**config.mk**
```make
export PLATFORM = sky130hd
export DESIGN_NAME = click_hit_detector
export DESIGN_NICKNAME = d
export VERILOG_FILES = /design/src/rtl/click_hit_detector.sv
export SDC_FILE = /design/constraint.sdc
export NUM_CORES = 1
export LEC_CHECK = 0
export ABC_AREA = 1
export BUFFER_PORTS_ARGS = -buffer_cell sky130_fd_sc_hd__buf_2
export CAP_MARGIN = 10
export CORE_UTILIZATION = 25
export DETAILED_ROUTE_END_ITERATION = 8
export GPL_ROUTABILITY_DRIVEN = 0
export PLACE_DENSITY = 0.47
export SLEW_MARGIN = 20
export SYNTH_ARGS = -nofsm -noshare
export SYNTH_HDL_FRONTEND = slang
export SYNTH_SLANG_ARGS = --single-unit
```
**constraint.sdc**
```tcl
create_clock -name pclk -period 1.8 [get_ports pclk]
set_input_delay 0.27 -clock pclk [delete_from_list [all_inputs] [get_ports pclk]]
set_output_delay 0.27 -clock pclk [all_outputs]
set_load 0.03 [all_outputs]
```
**src/rtl/click_hit_detector.sv**
```systemverilog
// click_hit_detector
// Sits after the object renderers in the VGA pipeline. A left-button press
// latches the mouse position, then the block waits for the raster to reach
// that pixel. At that pixel it samples the rendered colour and the object tag
// and reports either a hit (with object id) or a miss. MODE 0 holds the
// selection only while the button is held. MODE 1 toggles one select bit per
// object on each hit.
module click_hit_detector #(
    parameter int                 COLOR_W      = 12,
    parameter int                 NUM_OBJ      = 4,
    parameter int                 OBJ_W        = 3,
    parameter int                 MODE         = 0,
    parameter logic [COLOR_W-1:0] BG_COLOR     = 12'h888,
    parameter logic [COLOR_W-1:0] BLNK_COLOR   = 12'h000,
    parameter logic [COLOR_W-1:0] BORDER_COLOR = 12'h00f
) (
    input  logic               pclk,
    input  logic               rst,
    input  logic [10:0]        hcount_in,
    input  logic [10:0]        vcount_in,
    input  logic [11:0]        xpos_mouse,
    input  logic [11:0]        ypos_mouse,
    input  logic               mouse_left,
    input  logic [COLOR_W-1:0] rgb_in,
    input  logic [OBJ_W-1:0]   obj_id_in,
    output logic               clicked,
    output logic               click_pulse,
    output logic               miss_pulse,
    output logic [OBJ_W-1:0]   hit_id,
    output logic [NUM_OBJ-1:0] sel_vec,
    output logic               busy
);

    typedef enum logic [1:0] {
        IDLE  = 2'd0,
        ARMED = 2'd1,
        HELD  = 2'd2
    } state_t;

    localparam logic [OBJ_W-1:0] MAX_ID = OBJ_W'(NUM_OBJ);

    state_t             state;
    logic               mouse_left_q;
    logic [11:0]        x_lat;
    logic [11:0]        y_lat;
    logic [1:0]         frame_cnt;

    logic               press_edge;
    logic               pos_match;
    logic               frame_start;
    logic               color_ok;
    logic               id_ok;
    logic               hit_ok;
    logic [NUM_OBJ-1:0] id_onehot;

    // Zero-extending the raster counters means that latched coordinates
    // of 2048 or more never match. Those presses can only end by
    // frame-count timeout or by release.
    always_comb begin
        press_edge  = mouse_left & ~mouse_left_q;
        pos_match   = (x_lat == {1'b0, hcount_in}) && (y_lat == {1'b0, vcount_in});
        frame_start = (vcount_in == 11'd0) && (hcount_in == 11'd0);
        color_ok    = (rgb_in != BG_COLOR) && (rgb_in != BLNK_COLOR) && (rgb_in != BORDER_COLOR);
        id_ok       = (obj_id_in != '0) && (obj_id_in <= MAX_ID);
        hit_ok      = pos_match && color_ok && id_ok;
    end

    // Decode the sampled object tag so that bit k-1 stands for object k.
    always_comb begin
        id_onehot = '0;
        for (int k = 0; k < NUM_OBJ; k++) begin
            id_onehot[k] = (obj_id_in == OBJ_W'(k + 1));
        end
    end

    // Main FSM. All outputs are registered, so a hit or miss shows up
    // one pclk after the matching pixel.
    always_ff @(posedge pclk) begin
        if (rst) begin
            state        <= IDLE;
            mouse_left_q <= 1'b0;
            x_lat        <= '0;
            y_lat        <= '0;
            frame_cnt    <= '0;
            clicked      <= 1'b0;
            click_pulse  <= 1'b0;
            miss_pulse   <= 1'b0;
            hit_id       <= '0;
            sel_vec      <= '0;
        end else begin
            mouse_left_q <= mouse_left;
            click_pulse  <= 1'b0;
            miss_pulse   <= 1'b0;
            case (state)
                IDLE: begin
                    if (press_edge) begin
                        x_lat     <= xpos_mouse;
                        y_lat     <= ypos_mouse;
                        frame_cnt <= '0;
                        state     <= ARMED;
                    end
                end
                ARMED: begin
                    if (!mouse_left) begin
                        state <= IDLE;
                        if (MODE == 0) begin
                            sel_vec <= '0;
                        end
                    end else if (pos_match) begin
                        state <= HELD;
                        if (hit_ok) begin
                            click_pulse <= 1'b1;
                            clicked     <= 1'b1;
                            hit_id      <= obj_id_in;
                            if (MODE == 0) begin
                                sel_vec <= id_onehot;
                            end else begin
                                sel_vec <= sel_vec ^ id_onehot;
                            end
                        end else begin
                            miss_pulse <= 1'b1;
                        end
                    end else if (frame_start) begin
                        if (frame_cnt == 2'd1) begin
                            miss_pulse <= 1'b1;
                            state      <= HELD;
                        end else begin
                            frame_cnt <= frame_cnt + 2'd1;
                        end
                    end
                end
                HELD: begin
                    if (!mouse_left) begin
                        state   <= IDLE;
                        clicked <= 1'b0;
                        if (MODE == 0) begin
                            sel_vec <= '0;
                        end
                    end
                end
                default: begin
                    state <= IDLE;
                end
            endcase
        end
    end

    assign busy = (state == ARMED);

endmodule
```
# Word-level counts from Yosys, hierarchy flattened
# Index checks and enable logic that the tools add are counted.
# word_totals
regBits	39
input_bits	64
out_inout_bits	11
# classes
n_addsub	1
magnitude_cmp	1
eq_ne	23
bitwise	5
mux	28
n_reduce_logical	22
# ops
cell	n
$eq 12x11->1	2
$logic_not 11->1	2
$mux 2	11
$mux 4	4
$ne 12x12->1 const B	1
$ne 12x4->1 const B	1
$reduce_and 4->1	3
$reduce_bool 12->1	1
$ne 2x2->1 const B	5
$mux 1	9
$ne 4x2->1 const B	2
$pmux 4 s2	1
$logic_and 1x1->1	7
$eq 3x2->1 const B	2
$ne 2x1->1 const B	3
$ne 3x2->1 const B	2
$pmux 2 s3	1
$reduce_and 6->1	1
$reduce_and 5->1	1
$eq 2x1->1 const B	2
$not 1->1	4
$pmux 2 s2	1
$reduce_bool 2->1	2
$reduce_or 4->1	1
other kinds (11)	11

# Logic depth before layout (Yosys ltp)
# depth
depth_word	9
ltp_mapped	12
ltp_nobuf	12

# Worst setup path before layout
# OpenSTA, ideal clock, no wires.
# synth_path
kind	flip-flop to flip-flop
startpoint	reg state[0]
endpoint	reg sel_vec[0]
path_slack_ns	0.285
n_path_buf	0
path_stages_with_launch	8
setup_ns	0.115
period_less_slack_ns	1.515
required_time_ns	1.685
arrival_time_ns	1.400
path_cell_list	dfxtp_1 -> inv_2 -> nor2_2 -> inv_1 -> nand2_1 -> nand2_1 -> a21oi_1 -> nor2_1
# synth_between
elab_chain_cells	3
elab_cells_between_ends	8
# synth_rtl
item	line_no	source
start, declared	42	state_t state;
start signal, assigned	80	state <= IDLE;
start signal, assigned	100	state <= ARMED;
start signal, assigned	105	state <= IDLE;
$eq 2x1->1 (*)	--	
via busy	31	output logic busy
$ne 3x2->1 (no source line) or $reduce_bool 2->1 (tied branches)	--	
$reduce_and 4->1 (no source line)	--	
end signal, assigned	116	sel_vec <= id_onehot;
end signal, assigned	118	sel_vec <= sel_vec ^ id_onehot;
end, declared	30	output logic [NUM_OBJ-1:0] sel_vec,
# Mark *: on every way through the listed nets, which the timed path passes. The rest lies on a longest branch.
# A chain may end at the register's enable or synchronous reset.

# Worst setup path in the final report
# layout_path
startpoint	reg x_lat[0]
endpoint	reg sel_vec[3]
# layout_between
elab_chain_cells	6
elab_cells_between_ends	7
# layout_rtl
item	line_no	source
start, declared	44	logic [11:0] x_lat;
start signal, assigned	97	x_lat <= xpos_mouse;
$eq 12x11->1 (*)	61	pos_match = (x_lat == {1'b0, hcount_in}) && (y_lat == {1'b0, vcount_in});
$logic_and 1x1->1 (*)	61	
$logic_and 1x1->1 (2 in a row)	65	hit_ok = pos_match && color_ok && id_ok;
$ne 3x2->1 (no source line)	--	
$reduce_and 4->1 (no source line) (*)	--	
# Mark *: on every way between the ends. The rest lies on a longest branch, timed or not.

==> summary.md <==
| Metric | Value |
|---|---|
| Fin Hold WS | about 0.19 ns |
| Relative slew slack | 0.806 |
| DR vias/cell | 4.36 |
| Critical Path RT | 1.99 ns |
| Clk pin slew, worst setup/hold paths | roughly 0.08 ns |
| Seq/Total Area, Yosys | 0.332 |
| Initial Utilization | 0.257 |
| Core Box Area | 9150 um2 |
| Non-filler instance count after layout | 577 |
| Worst Hold Depth | 3 |
| P per Cell Area | slightly above 700 nW/um2 |
| Slew Limit Fails | 0 |
| DRT Wirelength | 6430 um |
| Die width | around 99 um |
| Fin worst setup slack | 0.230 ns |
| Root Driver | clkbuf_8 |
| Cts hold-fix bufs | 0 |
| Synth Area per Inst | slightly above 6 um2 |
| Final hold violation count | 0 |
| CTS tree | done |
| Netlist cell types | 27 |
| Wirelength per Cell | 11.1 um |
| Setup bufs post-CTS | 0 |
| Initial antenna violation count | 0 |
| RSZ-0062 raised after global routing | false |
| Worst Setup Start Kind | flip-flop |
| Fmax | 0.637 GHz |
| DRC | 0 |
| Setup TNS | 0 ns |
| Max IR drop VDD | 0.000290 V |
| Warnings from Yosys | 0 |
| I/O Pins | between 70 and 80 |
| Vias in the first global route | 2331 |
| Fin crit period | about 1.6 ns |
| Max Cap Viol | 0 |
| Area Growth Syn to Fin | 26.3% |
| Layout cell share with drive strength beyond 1 | 0.236 |
| First-pass GRT wire length | roughly 11000 um |
| Synth Cell Area | 2350 um2 |
| Leak | 1.50 nW |
| Clock sinks | 39 |
| Site row count | 35 |
| Worst Clk Skew | 0.00861 ns |
| Largest net degree at the start of global routing | 34 |
| Worst-skew pair later-pin latency | 0.30 ns |
| # port buffers | 74 |
| Post-CTS Resized | 0 |
| Fillers | 1005 |
| Nets | about 530 |
| Max Root-Sink Buffers | 2 |
| Dpl ws | 0.165 ns |
| Pre-antenna DRT Iters | 4 |
| Synth Instances | 387 |
| Remaining global-route overflow | 0 |
| Total GRT Usage | 0.141 |
| Arr. time, crit path | approximately 1.8 ns |
| Syn Nets | 453 |
| Die extent in y | 98.9 um |
| Hold crit path type | in -> reg |
| Worst-margin pin slew | 0.288 ns |
| N_diodes | 0 |
| Placed cells | 569 |
| Worst Path Max Fanout | 10 |
| Seq cells post-synth | 39 |
| R2R depth | 10 |
| 1st-iter DRT viols | between 70 and 80 |
| Total CTS buffers | 5 |
| Critical path class | reg -> reg |
| Vias | 2517 |
| Final setup viols | 0 |
| Period utilisation layout | 0.872 |
| Status | finished clean |
| CP Capture Type | flip-flop |
| H-tree depth | 2 |
| HPWL after DPL | 5230 um |
| Antenna viol nets, final | 0 |
| Die area | 9790 um2 |
where the power goes:
group	leakage [nW]	total (mW)	internal, mW	switching, mW
Clock	0.0505	0.685	0.349	0.336
Combinational	1.13	0.491	0.200	0.290
Sequential	0.321	0.967	0.924	0.0427
per-layer routing:
metal / share of wire / vias to the layer above / global-route usage / wire length [um]
li1: - / 1363 / - / -
met1: 0.50 / 1095 / 0.193 / 3250
met2: 0.43 / 53 / 0.218 / 2800
met3: 0.049 / 6 / 0.0326 / 313
met4: 0.011 / 0 / 0.0459 / 73
met5: 0 / - / 0 / 0
state kept, by name (all words and copies together) (netlist names), 2 cells and up:
register,cells
sel_vec,4
frame_cnt,2
x_lat,12
hit_id,3
y_lat,12
state,2
critical path: stages, from the launching register on:
cell and delay (ns):
dfxtp_1 0.32, inv_1 0.13, nand2_1 0.06, nand2_1 0.05, nand2_1 0.05, nor2_1 0.11, nand3_1 0.10, nor2_1 0.18
nand3_2 0.21, a21oi_1 0.19, nor2_1 0.06
worst paths after layout:
path / start / end / slack (ns)
hold reg to reg: y_lat[4]$_SDFFE_PP0P_ / y_lat[4]$_SDFFE_PP0P_ / 0.47
setup / recovery: x_lat[0]$_SDFFE_PP0P_ / sel_vec[3]$_SDFFE_PP0P_ / 0.23
setup reg to reg: x_lat[0]$_SDFFE_PP0P_ / sel_vec[3]$_SDFFE_PP0P_ / 0.23
hold / removal: ypos_mouse[0] / y_lat[0]$_SDFFE_PP0P_ / 0.19
metrics by stage:
stage	total power, mW	cell area [um2]	utilization
floorplan	1.30	2350	-
global placement	1.48	2860	0.313
detailed placement	1.48	2860	0.313
CTS	2.19	2970	0.324
global route	2.29	2970	0.324
finish	2.14	2970	0.324
layout make-up:
class                           instances  area, um2  area share
Timing Repair Buffer                   78        413       0.139
Multi-Input combinational cell        286       1320       0.446
Sequential cell                        39        781       0.263
Clock inverter                          1       7.51     0.00253
Inverter                               55        206      0.0696
Clock buffer                            7       96.3      0.0325
Tap cell                              111        139      0.0468
layout by cell type (no fill, tap or decap), types with 2 or more instances in the layout:
cell / Yosys / final
inv_2: 11 / 11
nand3_1: 16 / 16
nand2_2: 2 / 2
o21ai_0: 18 / 18
clkbuf_8: 0 / 7
nand3b_1: 2 / 2
nor2_4: 2 / 2
nor2_1: 62 / 62
nor2_2: 4 / 4
o21ai_1: 14 / 14
nand3_2: 2 / 2
buf_4: 0 / 3
buf_2: 4 / 74
nor3_1: 2 / 2
dfxtp_1: 39 / 39
xnor2_1: 8 / 8
nand2_1: 113 / 113
nand4_1: 4 / 4
ha_1: 2 / 2
or2_2: 2 / 2
a21oi_1: 28 / 28
inv_1: 44 / 44
cell families after synthesis:
family | share of synthesized area
buffers and inverters | 0.104
AND/OR/NAND/NOR | 0.389
adder cells (fa/ha/maj) | 0.0107
AO/OA/AOI/OAI | 0.134
XOR/XNOR | 0.0298
flip-flops | 0.332
synth_stat cells, drive strengths merged:
library cell  count  area share
inv              55       0.088
dfxtp            39        0.33
ha                2       0.011
clkbuf            2      0.0032
nand3b            2      0.0064
nor4              2       0.012
or2               2      0.0053
nor2             68        0.12
nand4             4       0.011
nand2           115        0.19
and2              1      0.0027
xnor2             8       0.030
buf               5       0.013
o21ai            32       0.068
o22ai             1      0.0027
a21oi            28       0.060
nand3            18       0.043
a21o              1      0.0032
nor3              2      0.0043
(Power assumes the default switching activity.)
